[src/rtl/hazard_detection_unit_pkg.sv]
// Shared defaults and FSM state type for the load-use hazard detection unit.
package hazard_detection_unit_pkg;

    localparam int NUM_REGS_DEF        = 32;
    localparam int REG_ADDR_W_DEF      = 5;
    localparam int MAX_OUTSTANDING_DEF = 4;

    typedef enum logic {
        ST_RUN   = 1'b0,
        ST_STALL = 1'b1
    } hdu_state_t;

endpackage

[src/rtl/hazard_detection_unit_scoreboard.sv]
// Per-register "load in flight" bit array plus a count of loads outstanding.
module hazard_scoreboard
    import hazard_detection_unit_pkg::*;
#(
    parameter int NUM_REGS        = NUM_REGS_DEF,
    parameter int REG_ADDR_W      = REG_ADDR_W_DEF,
    parameter int MAX_OUTSTANDING = MAX_OUTSTANDING_DEF
) (
    input  logic                                   clk,
    input  logic                                   rst_n,
    input  logic                                   set_en,
    input  logic [REG_ADDR_W-1:0]                  set_addr,
    input  logic                                   clr_en,
    input  logic [REG_ADDR_W-1:0]                  clr_addr,
    input  logic                                   inc,
    input  logic                                   dec,
    output logic [NUM_REGS-1:0]                    busy,
    output logic [$clog2(MAX_OUTSTANDING+1)-1:0]   count
);

    localparam int OUT_W = $clog2(MAX_OUTSTANDING + 1);

    // Set is applied after clear so a same-register issue/response leaves the bit set.
    always_ff @(posedge clk or negedge rst_n) begin
        if (!rst_n) begin
            busy  <= '0;
            count <= '0;
        end else begin
            if (clr_en) begin
                busy[clr_addr] <= 1'b0;
            end
            if (set_en && (set_addr != '0)) begin
                busy[set_addr] <= 1'b1;
            end
            case ({inc, dec})
                2'b10:   count <= count + OUT_W'(1);
                2'b01:   count <= count - OUT_W'(1);
                default: count <= count;
            endcase
        end
    end

endmodule

[src/rtl/hazard_detection_unit.sv]
// Load-use hazard detection: RAW/WAW/structural stalls, branch flush, stall FSM and counters.
module hazard_detection_unit
    import hazard_detection_unit_pkg::*;
#(
    parameter int NUM_REGS        = NUM_REGS_DEF,
    parameter int REG_ADDR_W      = REG_ADDR_W_DEF,
    parameter int MAX_OUTSTANDING = MAX_OUTSTANDING_DEF,
    parameter int CNT_W           = 16
) (
    input  logic                                   clk,
    input  logic                                   rst_n,
    input  logic                                   id_valid,
    input  logic [REG_ADDR_W-1:0]                  id_rs1,
    input  logic [REG_ADDR_W-1:0]                  id_rs2,
    input  logic                                   id_rs1_used,
    input  logic                                   id_rs2_used,
    input  logic                                   id_is_load,
    input  logic [REG_ADDR_W-1:0]                  id_rd,
    input  logic                                   ld_resp_valid,
    input  logic [REG_ADDR_W-1:0]                  ld_resp_rd,
    input  logic                                   branch_taken,
    output logic                                   stall_fetch,
    output logic                                   stall_decode,
    output logic                                   bubble_ex,
    output logic                                   flush_decode,
    output logic [$clog2(MAX_OUTSTANDING+1)-1:0]   outstanding,
    output logic [CNT_W-1:0]                       stall_cycles,
    output logic                                   sb_error
);

    localparam int OUT_W = $clog2(MAX_OUTSTANDING + 1);

    hdu_state_t          state;
    logic [NUM_REGS-1:0] sb_busy;
    logic                resp_hit;
    logic                resp_drain;
    logic                resp_ok;
    logic                resp_err;
    logic                raw_rs1;
    logic                raw_rs2;
    logic                waw;
    logic                full;
    logic                stall;
    logic                flush;
    logic                issue;
    logic                fsm_in_stall_unused;

    hazard_scoreboard #(
        .NUM_REGS        (NUM_REGS),
        .REG_ADDR_W      (REG_ADDR_W),
        .MAX_OUTSTANDING (MAX_OUTSTANDING)
    ) u_scoreboard (
        .clk      (clk),
        .rst_n    (rst_n),
        .set_en   (issue),
        .set_addr (id_rd),
        .clr_en   (resp_hit),
        .clr_addr (ld_resp_rd),
        .inc      (issue),
        .dec      (resp_ok),
        .busy     (sb_busy),
        .count    (outstanding)
    );

    // A response for x0 only retires a slot; any response that matches nothing is an error.
    assign resp_hit   = ld_resp_valid && (ld_resp_rd != '0) && sb_busy[ld_resp_rd];
    assign resp_drain = ld_resp_valid && (ld_resp_rd == '0) && (outstanding != '0);
    assign resp_ok    = resp_hit || resp_drain;
    assign resp_err   = ld_resp_valid && !resp_ok;

    assign raw_rs1 = id_rs1_used && (id_rs1 != '0) && sb_busy[id_rs1]
                     && !(ld_resp_valid && (ld_resp_rd == id_rs1));
    assign raw_rs2 = id_rs2_used && (id_rs2 != '0) && sb_busy[id_rs2]
                     && !(ld_resp_valid && (ld_resp_rd == id_rs2));
    assign waw     = id_is_load && (id_rd != '0) && sb_busy[id_rd]
                     && !(resp_hit && (ld_resp_rd == id_rd));
    // Only a response that actually retires a load frees a slot for the new one.
    assign full    = id_is_load && (outstanding == OUT_W'(MAX_OUTSTANDING)) && !resp_ok;

    assign stall = rst_n && !branch_taken && id_valid && (raw_rs1 || raw_rs2 || waw || full);
    assign flush = rst_n && branch_taken;
    assign issue = rst_n && id_valid && id_is_load && !stall && !branch_taken;

    assign stall_fetch  = stall;
    assign stall_decode = stall;
    assign bubble_ex    = stall || flush;
    assign flush_decode = flush;

    assign fsm_in_stall_unused = (state == ST_STALL);

    // Stall FSM, saturating stall counter and sticky scoreboard error flag.
    always_ff @(posedge clk or negedge rst_n) begin
        if (!rst_n) begin
            state        <= ST_RUN;
            stall_cycles <= '0;
            sb_error     <= 1'b0;
        end else begin
            if (branch_taken) begin
                state <= ST_RUN;
            end else if (stall) begin
                state <= ST_STALL;
            end else begin
                state <= ST_RUN;
            end
            if (stall && (stall_cycles != '1)) begin
                stall_cycles <= stall_cycles + CNT_W'(1);
            end
            if (resp_err) begin
                sb_error <= 1'b1;
            end
        end
    end

endmodule

[config.mk]
export PLATFORM = sky130hd
export DESIGN_NAME = hazard_detection_unit
export DESIGN_NICKNAME = d
export VERILOG_FILES = /design/src/rtl/hazard_detection_unit_pkg.sv /design/src/rtl/hazard_detection_unit_scoreboard.sv /design/src/rtl/hazard_detection_unit.sv
export SDC_FILE = /design/constraint.sdc
export NUM_CORES = 1
export LEC_CHECK = 0
export CAP_MARGIN = 10
export CORE_ASPECT_RATIO = 0.9
export CORE_MARGIN = 3
export CORE_UTILIZATION = 35
export CTS_BUF_LIST = sky130_fd_sc_hd__clkbuf_4
export CTS_CLUSTER_DIAMETER = 50
export DETAILED_ROUTE_END_ITERATION = 6
export PLACE_DENSITY = 0.55
export SYNTH_ARGS = -nofsm -noshare
export SYNTH_HDL_FRONTEND = slang
export SYNTH_SLANG_ARGS = --single-unit
[constraint.sdc]
create_clock -name clk -period 3.9 [get_ports clk]
set_input_delay 0.78 -clock clk [delete_from_list [all_inputs] [get_ports clk]]
set_output_delay 0.78 -clock clk [all_outputs]
set_load 0.01 [all_outputs]
== Yosys cells after proc, flatten, opt, wreduce, memory -nomap -nowiden ==
Index checks and enable logic that the tools add are counted.

* Add/sub/neg operators: 3
* Multipliers: 0
* Div/mod/pow operators: 0
* Order comparisons: 6
* Equality and inequality tests: 7
* Shift operators: 0
* Muxes and demuxes: 15
* Bitwise logic cells: 3
* Reduce and logical (&&, ||, !) cells: 49

{| class="wikitable"
|+ Operators with widths
! cell !! number
|-
| 32-bit 2-to-1 mux || 2
|-
| 32-bit AND || 1
|-
| 32-bit inverter || 1
|-
| 32-bit bitwise OR || 1
|-
| 1-bit logical AND || 31
|-
| 5-bit by 6-bit less-than comparator with 1-bit output (second input constant) || 4
|-
| 1-bit binary-select mux with 5-bit select || 4
|-
| 5-bit nonzero test || 4
|-
| 16-bit by 1-bit adder with 16-bit output (second input constant) || 1
|-
| 16-bit != test (second input constant) || 1
|-
| 5-bit equality test || 3
|-
| 1-bit demux with 5-bit select || 2
|-
| 5-bit by 1-bit greater-or-equal comparator with 1-bit output (second input constant) || 2
|-
| 1-bit zero test || 6
|-
| 1-bit 2-to-1 mux || 6
|-
| 3-bit one-hot mux with 2 select lines || 1
|-
| 5-bit zero test || 1
|-
| 1-bit logical OR || 5
|-
| 3-bit by 1-bit adder with 3-bit output (second input constant) || 1
|-
| 3-bit equality test (second input constant) || 1
|-
| 3-bit nonzero test || 1
|-
| 3-bit by 1-bit subtractor with 3-bit output (second input constant) || 1
|-
| 2-bit by 1-bit equality test with 1-bit output (second input constant) || 1
|-
| 2-bit equality test (second input constant) || 1
|-
| 2-bit nonzero test || 1
|}

* Register bits: 52
* Bits in latches: 0
* Memory bits (writable): 0
* ROM bits: 0
* Bits of input ports: 28
* Output and inout port bits: 24
* Word-level logic and storage cells: 87
* Memories: 0

== Longest topological paths before layout ==
* Depth in word-level cells: 14
* Gate-level depth with buffers: 17
* Mapped depth without buffers: 14

== By module ==
From an unflattened synthesis, not the netlist that was laid out.

* Cells, all modules: 354
* Area total of the unflattened synthesis: 3748.6 um^2

{| class="wikitable"
|+ Modules (own cells, without submodules)
! module !! times used !! cells an instance !! area an instance (um^2) !! sequential area each (um^2)
|-
| hazard_detection_unit || 1 || 218 || 2287.2 || 425.4
|-
| hazard_scoreboard || 1 || 136 || 1461.4 || 875.8
|}

== Worst setup path after synthesis ==
OpenSTA, ideal clock, no wires.

* Path type: input to output
* Start: in id_rd[0]
* End: out bubble_ex
* Arrival: 2853 ps
* Data required time: 3120 ps
* Path slack: 267 ps
* Stages on the path: 10
* Buffers on the path: 2
* Cell sequence: buf_6 mux4_2 o2bb2ai_1 a211o_1 a22oi_2 a311oi_2 a2111oi_4 buf_6 nor2_1 or2_1

* Longest elaborated chain between the ends: 8
* Elaborated cells on any way between the ends: 13
* Classes of those cells: 1 x eq/ne; 2 x mux; 10 x reduce/logical

{| class="wikitable"
|+ RTL lines
! what !! line !! text
|-
| from (decl) || hazard_detection_unit.sv:18 || <nowiki>input logic [REG_ADDR_W-1:0] id_rd,</nowiki>
|-
| 1-bit binary-select mux with 5-bit select, or another cell as far along || hazard_detection_unit.sv:75 || <nowiki>assign waw = id_is_load && (id_rd != '0) && sb_busy[id_rd]</nowiki>
|-
| 1-bit 2-to-1 mux (not written as such), or another cell as far along || hazard_detection_unit.sv:75 ||
|-
| 1-bit logical AND / 1-bit zero test (equally long branches) || hazard_detection_unit.sv:75, hazard_detection_unit.sv:76 ||
|-
| 1-bit logical AND (*) || hazard_detection_unit.sv:76 || <nowiki>&& !(resp_hit && (ld_resp_rd == id_rd));</nowiki>
|-
| 1-bit logical OR (*) (2 in series) || hazard_detection_unit.sv:80 || <nowiki>assign stall = rst_n && !branch_taken && id_valid && (raw_rs1 || raw_rs2 || waw || full);</nowiki>
|-
| 1-bit logical AND (*) || hazard_detection_unit.sv:80 ||
|-
| via stall_decode || hazard_detection_unit.sv:23 || <nowiki>output logic stall_decode,</nowiki>
|-
| 1-bit logical OR (*) || hazard_detection_unit.sv:86 || <nowiki>assign bubble_ex = stall || flush;</nowiki>
|-
| to (decl) || hazard_detection_unit.sv:24 || <nowiki>output logic bubble_ex,</nowiki>
|}

Mark *: on every way through the listed nets, which the timed path passes. The rest lies on a longest branch. The select of a mux whose other input is x is not followed.

== Worst setup path in the final report ==
* Start: in ld_resp_rd[0]
* End: out stall_fetch

* Longest elaborated chain between the ends: 9
* Elaborated cells on any way between the ends: 27
* Classes of those cells: 3 x eq/ne; 2 x mux; 22 x reduce/logical

{| class="wikitable"
|+ RTL lines
! what !! line !! text
|-
| from (decl) || hazard_detection_unit.sv:20 || <nowiki>input logic [REG_ADDR_W-1:0] ld_resp_rd,</nowiki>
|-
| 1-bit binary-select mux with 5-bit select / 5-bit nonzero test (equally long branches) || hazard_detection_unit.sv:66 || <nowiki>assign resp_hit = ld_resp_valid && (ld_resp_rd != '0) && sb_busy[ld_resp_rd];</nowiki>
|-
| 1-bit 2-to-1 mux (not written as such) / 1-bit logical AND (equally long branches) || hazard_detection_unit.sv:66 ||
|-
| 1-bit logical AND || hazard_detection_unit.sv:66 ||
|-
| 1-bit logical AND || hazard_detection_unit.sv:76 ||
|-
| 1-bit zero test || hazard_detection_unit.sv:76 ||
|-
| 1-bit logical AND || hazard_detection_unit.sv:76 ||
|-
| 1-bit logical OR || hazard_detection_unit.sv:80 ||
|-
| 1-bit logical OR (*) || hazard_detection_unit.sv:80 ||
|-
| 1-bit logical AND (*) || hazard_detection_unit.sv:80 ||
|-
| to (decl) || hazard_detection_unit.sv:22 || <nowiki>output logic stall_fetch,</nowiki>
|}

Every way passes the cells marked *; elsewhere a longest branch is shown, timed or not. The select of a mux whose other input is x is not followed.

==> reports/metrics.json <==
{
  "clock-skew-final_ps": 18.8,
  "worstPathMaxFanout": 5,
  "syn2layout_area_growth_pct": 34.4,
  "clock-root-buffer": "clkbuf_4",
  "design.die.area_mm2": 0.0127,
  "finalSetupViolCount": 0,
  "clock_sinks": 52,
  "layout_worst_path_cycle_share_pct": 97.4,
  "detailedPlacementHpwl_um": 9620,
  "final_setup_slack_of_the_worst_path_ps": 101,
  "drt_pass1_iterations": 5,
  "outcome": "finished clean",
  "yosysMostFrequentCell": "o21ai_0",
  "setup_slack_placement_ps": -720,
  "fin_nets": 530,
  "worst_hold_path_type": "reg -> reg",
  "number_of_distinct_library_cell_variants_in_the_gate_level_netlist_after_synthesis": 59,
  "worst_pin_slew_ps": 666,
  "cts_buffers": 5,
  "synth_common_cells": "59 x o21ai_0, 52 x dfrtp_1, 30 x mux2i_1, 20 x mux4_2, 20 x xor2_1",
  "share_comb_of_total_power_pct": 33.4,
  "largest_net_degree_at_the_start_of_global_routing": 53,
  "wl_per_cell_um": 19.5,
  "finalInstanceArea_mm2": 0.00537,
  "vias": 3725,
  "crit_arrival_ps": 3020,
  "sequential_share_of_the_synthesized_area_pct": 32.6,
  "syn_area_per_cell_um2": 10.2,
  "synth_warnings": 0,
  "post_synth_instance_area_mm2": 0.00400,
  "worstPathRequired_ps": 3120,
  "die_x_um": 119,
  "synthArstFlopShare_pct": 100,
  "postSynth.topFlopCell": "dfrtp_1",
  "grt_pass1_wl_um": 20700,
  "detail_route.iter0.violations": 264,
  "fmax_mhz": 263,
  "power.share.switching_pct": 33.6,
  "cts_buffer_depth": 2,
  "utilization_pct": 48.9,
  "antenna_left": 0,
  "yosys.area.top_type_share_pct": 32.6,
  "switchingPower_w": 0.000507,
  "worst_path_class_setup": "in -> out",
  "antennaDiodeCount": 0,
  "grt_usage_pct": 20.3,
  "syn-num-nets": 424,
  "yosysTopAreaCell": "dfrtp_1",
  "core-area_mm2": 0.0110,
  "clk_latency_ps": 390,
  "report.final.hold_viol_count": 0,
  "syn-instance-count": 393,
  "worst_setup_hold_path_clk_slew_ps": 150,
  "via_count_of_the_first_global_routing_pass": 3819,
  "timing.max_slew.rel_slack_pct": 55.6,
  "gpl.final_weighted_congestion": 0.919,
  "cts_tree": "yes",
  "timing.final.max_slew_violations": 0,
  "number_of_enable_flip_flop_cells_after_synthesis": 0,
  "vias_per_cell": 5.71,
  "clockPowerShare_pct": 22.0,
  "drive_gt1_share_pct": 30.8,
  "total_power_w": 0.00151,
  "dr_drc_count": 0,
  "core.rowCount": 36,
  "drt-total-wl_um": 12700,
  "sequential_power_share_pct": 44.6,
  "yosys_register_bits": 52,
  "htreeDepth": 2,
  "vdd.ir_drop.worst_mv": 0.146,
  "postPlaceCellArea_mm2": 0.00506,
  "port_buffers": 51,
  "reported_max_cap_violation_count": 0,
  "final_period_minus_worst_setup_slack_ps": 3800,
  "power.density_cell_area_mw_per_mm2": 281,
  "grt_overflow_total": 0,
  "tns_ps": 0,
  "initial_core_util_pct": 36.4,
  "floorplan.die.height_um": 107,
  "setup.worst_path.start_class": "primary input",
  "power.leakage_nw": 2.27,
  "cellInternalPower_w": 0.00100,
  "antenna_found_initial": 0,
  "io-pin-count": 52,
  "synth_area_leaders": "dfrtp_1 33%, mux4_2 11%, mux2i_1 7.5%, o21ai_0 7.4%, xor2_1 4.4%",
  "timing.critical_path.to_type": "output pin"
}
[power groups by stage]
| stage | combinational, W | sequential, W | clock, W |
|---|---|---|---|
| floorplan | 0.000250 | 0.000670 | 0 |
| global placement | 0.000475 | 0.000679 | 0 |
| detailed placement | 0.000483 | 0.000680 | 0 |
| CTS | 0.000502 | 0.000671 | 0.000344 |
| global route | 0.000554 | 0.000684 | 0.000361 |
| finish | 0.000505 | 0.000674 | 0.000331 |
[registers in the layout, indices dropped and copies added, names as in the netlist]
signal              count
u_scoreboard.count      3
sb_error                1
u_scoreboard.busy      32
stall_cycles           16
[layer usage]
layer	up-vias	share of wire, %	global-route usage (%)
met5	-	0	0
met4	0	1.8	5.38
met3	18	6.1	2.31
met2	137	44	30.5
met1	1866	48	30.8
li1	1704	-	-
[worst max-delay path, cell delays in order]
cell and delay, ps:
clkdlybuf4s15_1 180, buf_6 130, buf_4 160, mux2i_2 270
nor4_4 60, nor4_4 330, o211ai_2 160, buf_4 180
a311oi_4 280, a2111oi_4 60, nor2_1 160, buf_4 130
buf_2 120
[cell families (layout without fill, tap and decap cells)]
group,Yosys count,after routing,share of synthesized area [%]
AOI/OAI and AO/OA,94,94,14.7
and+or+nand+nor,118,118,18.9
muxes,55,55,20.9
DFF,52,52,32.6
adders and majority gates,3,3,1.13
xor gates and xnor gates,28,28,6.14
buffers and inverters,43,150,5.67
[timing repair]
action | CTS | global route
setup buffers | 6 | 1
pin swaps | 17 | 9
hold buffers | 0 | 0
endpoints found under the hold margin | 0 | 0
gates resized for setup | 45 | 21
setup endpoints to repair | 4 | 3
[per-stage QoR]
step                      hold WS, ps  instances
after floorplan                   481        393
after global placement            472        637
after global routing              542        652
final                             498        652
after CTS                         513        651
after detailed placement          475        637
[placed cells by master (no fill, tap or decap), types with 13 or more instances in the layout]
| cell type | netlist | final |
|---|---|---|
| buf_4 | 3 | 70 |
| o21ai_0 | 59 | 58 |
| dfrtp_1 | 52 | 52 |
| clkdlybuf4s50_1 | 0 | 34 |
| mux2i_1 | 30 | 24 |
| mux4_2 | 20 | 20 |
| xor2_1 | 20 | 20 |
| nand3_1 | 19 | 19 |
| nand2_1 | 15 | 15 |
| inv_1 | 13 | 13 |
[area by class of cell]
type	instances	area [um^2]
Multi-Input combinational cell	298	2630
Timing Repair Buffer	129	1120
Clock buffer	5	37.5
Sequential cell	52	1300
Fill cell	1087	5620
Tap cell	152	190
Inverter	13	48.8
Clock inverter	3	50.0
[path summary, 6_finish.rpt]
check / from / end / slack (ps) / depth (start not counted)
setup / recovery: ld_resp_rd[0] / stall_fetch / 100 / 13
hold / removal: sb_error / sb_error / 500 / 1
setup reg to reg: u_scoreboard.busy[18] / u_scoreboard.count[2] / 610 / 16
hold reg to reg: sb_error / sb_error / 500 / 1
max in group asynchronous: rst_n / u_scoreboard.busy[11] / 2920 / 2
min in group asynchronous: rst_n / stall_cycles[4] / 520 / 2
Power figures use the tool's default switching activity.
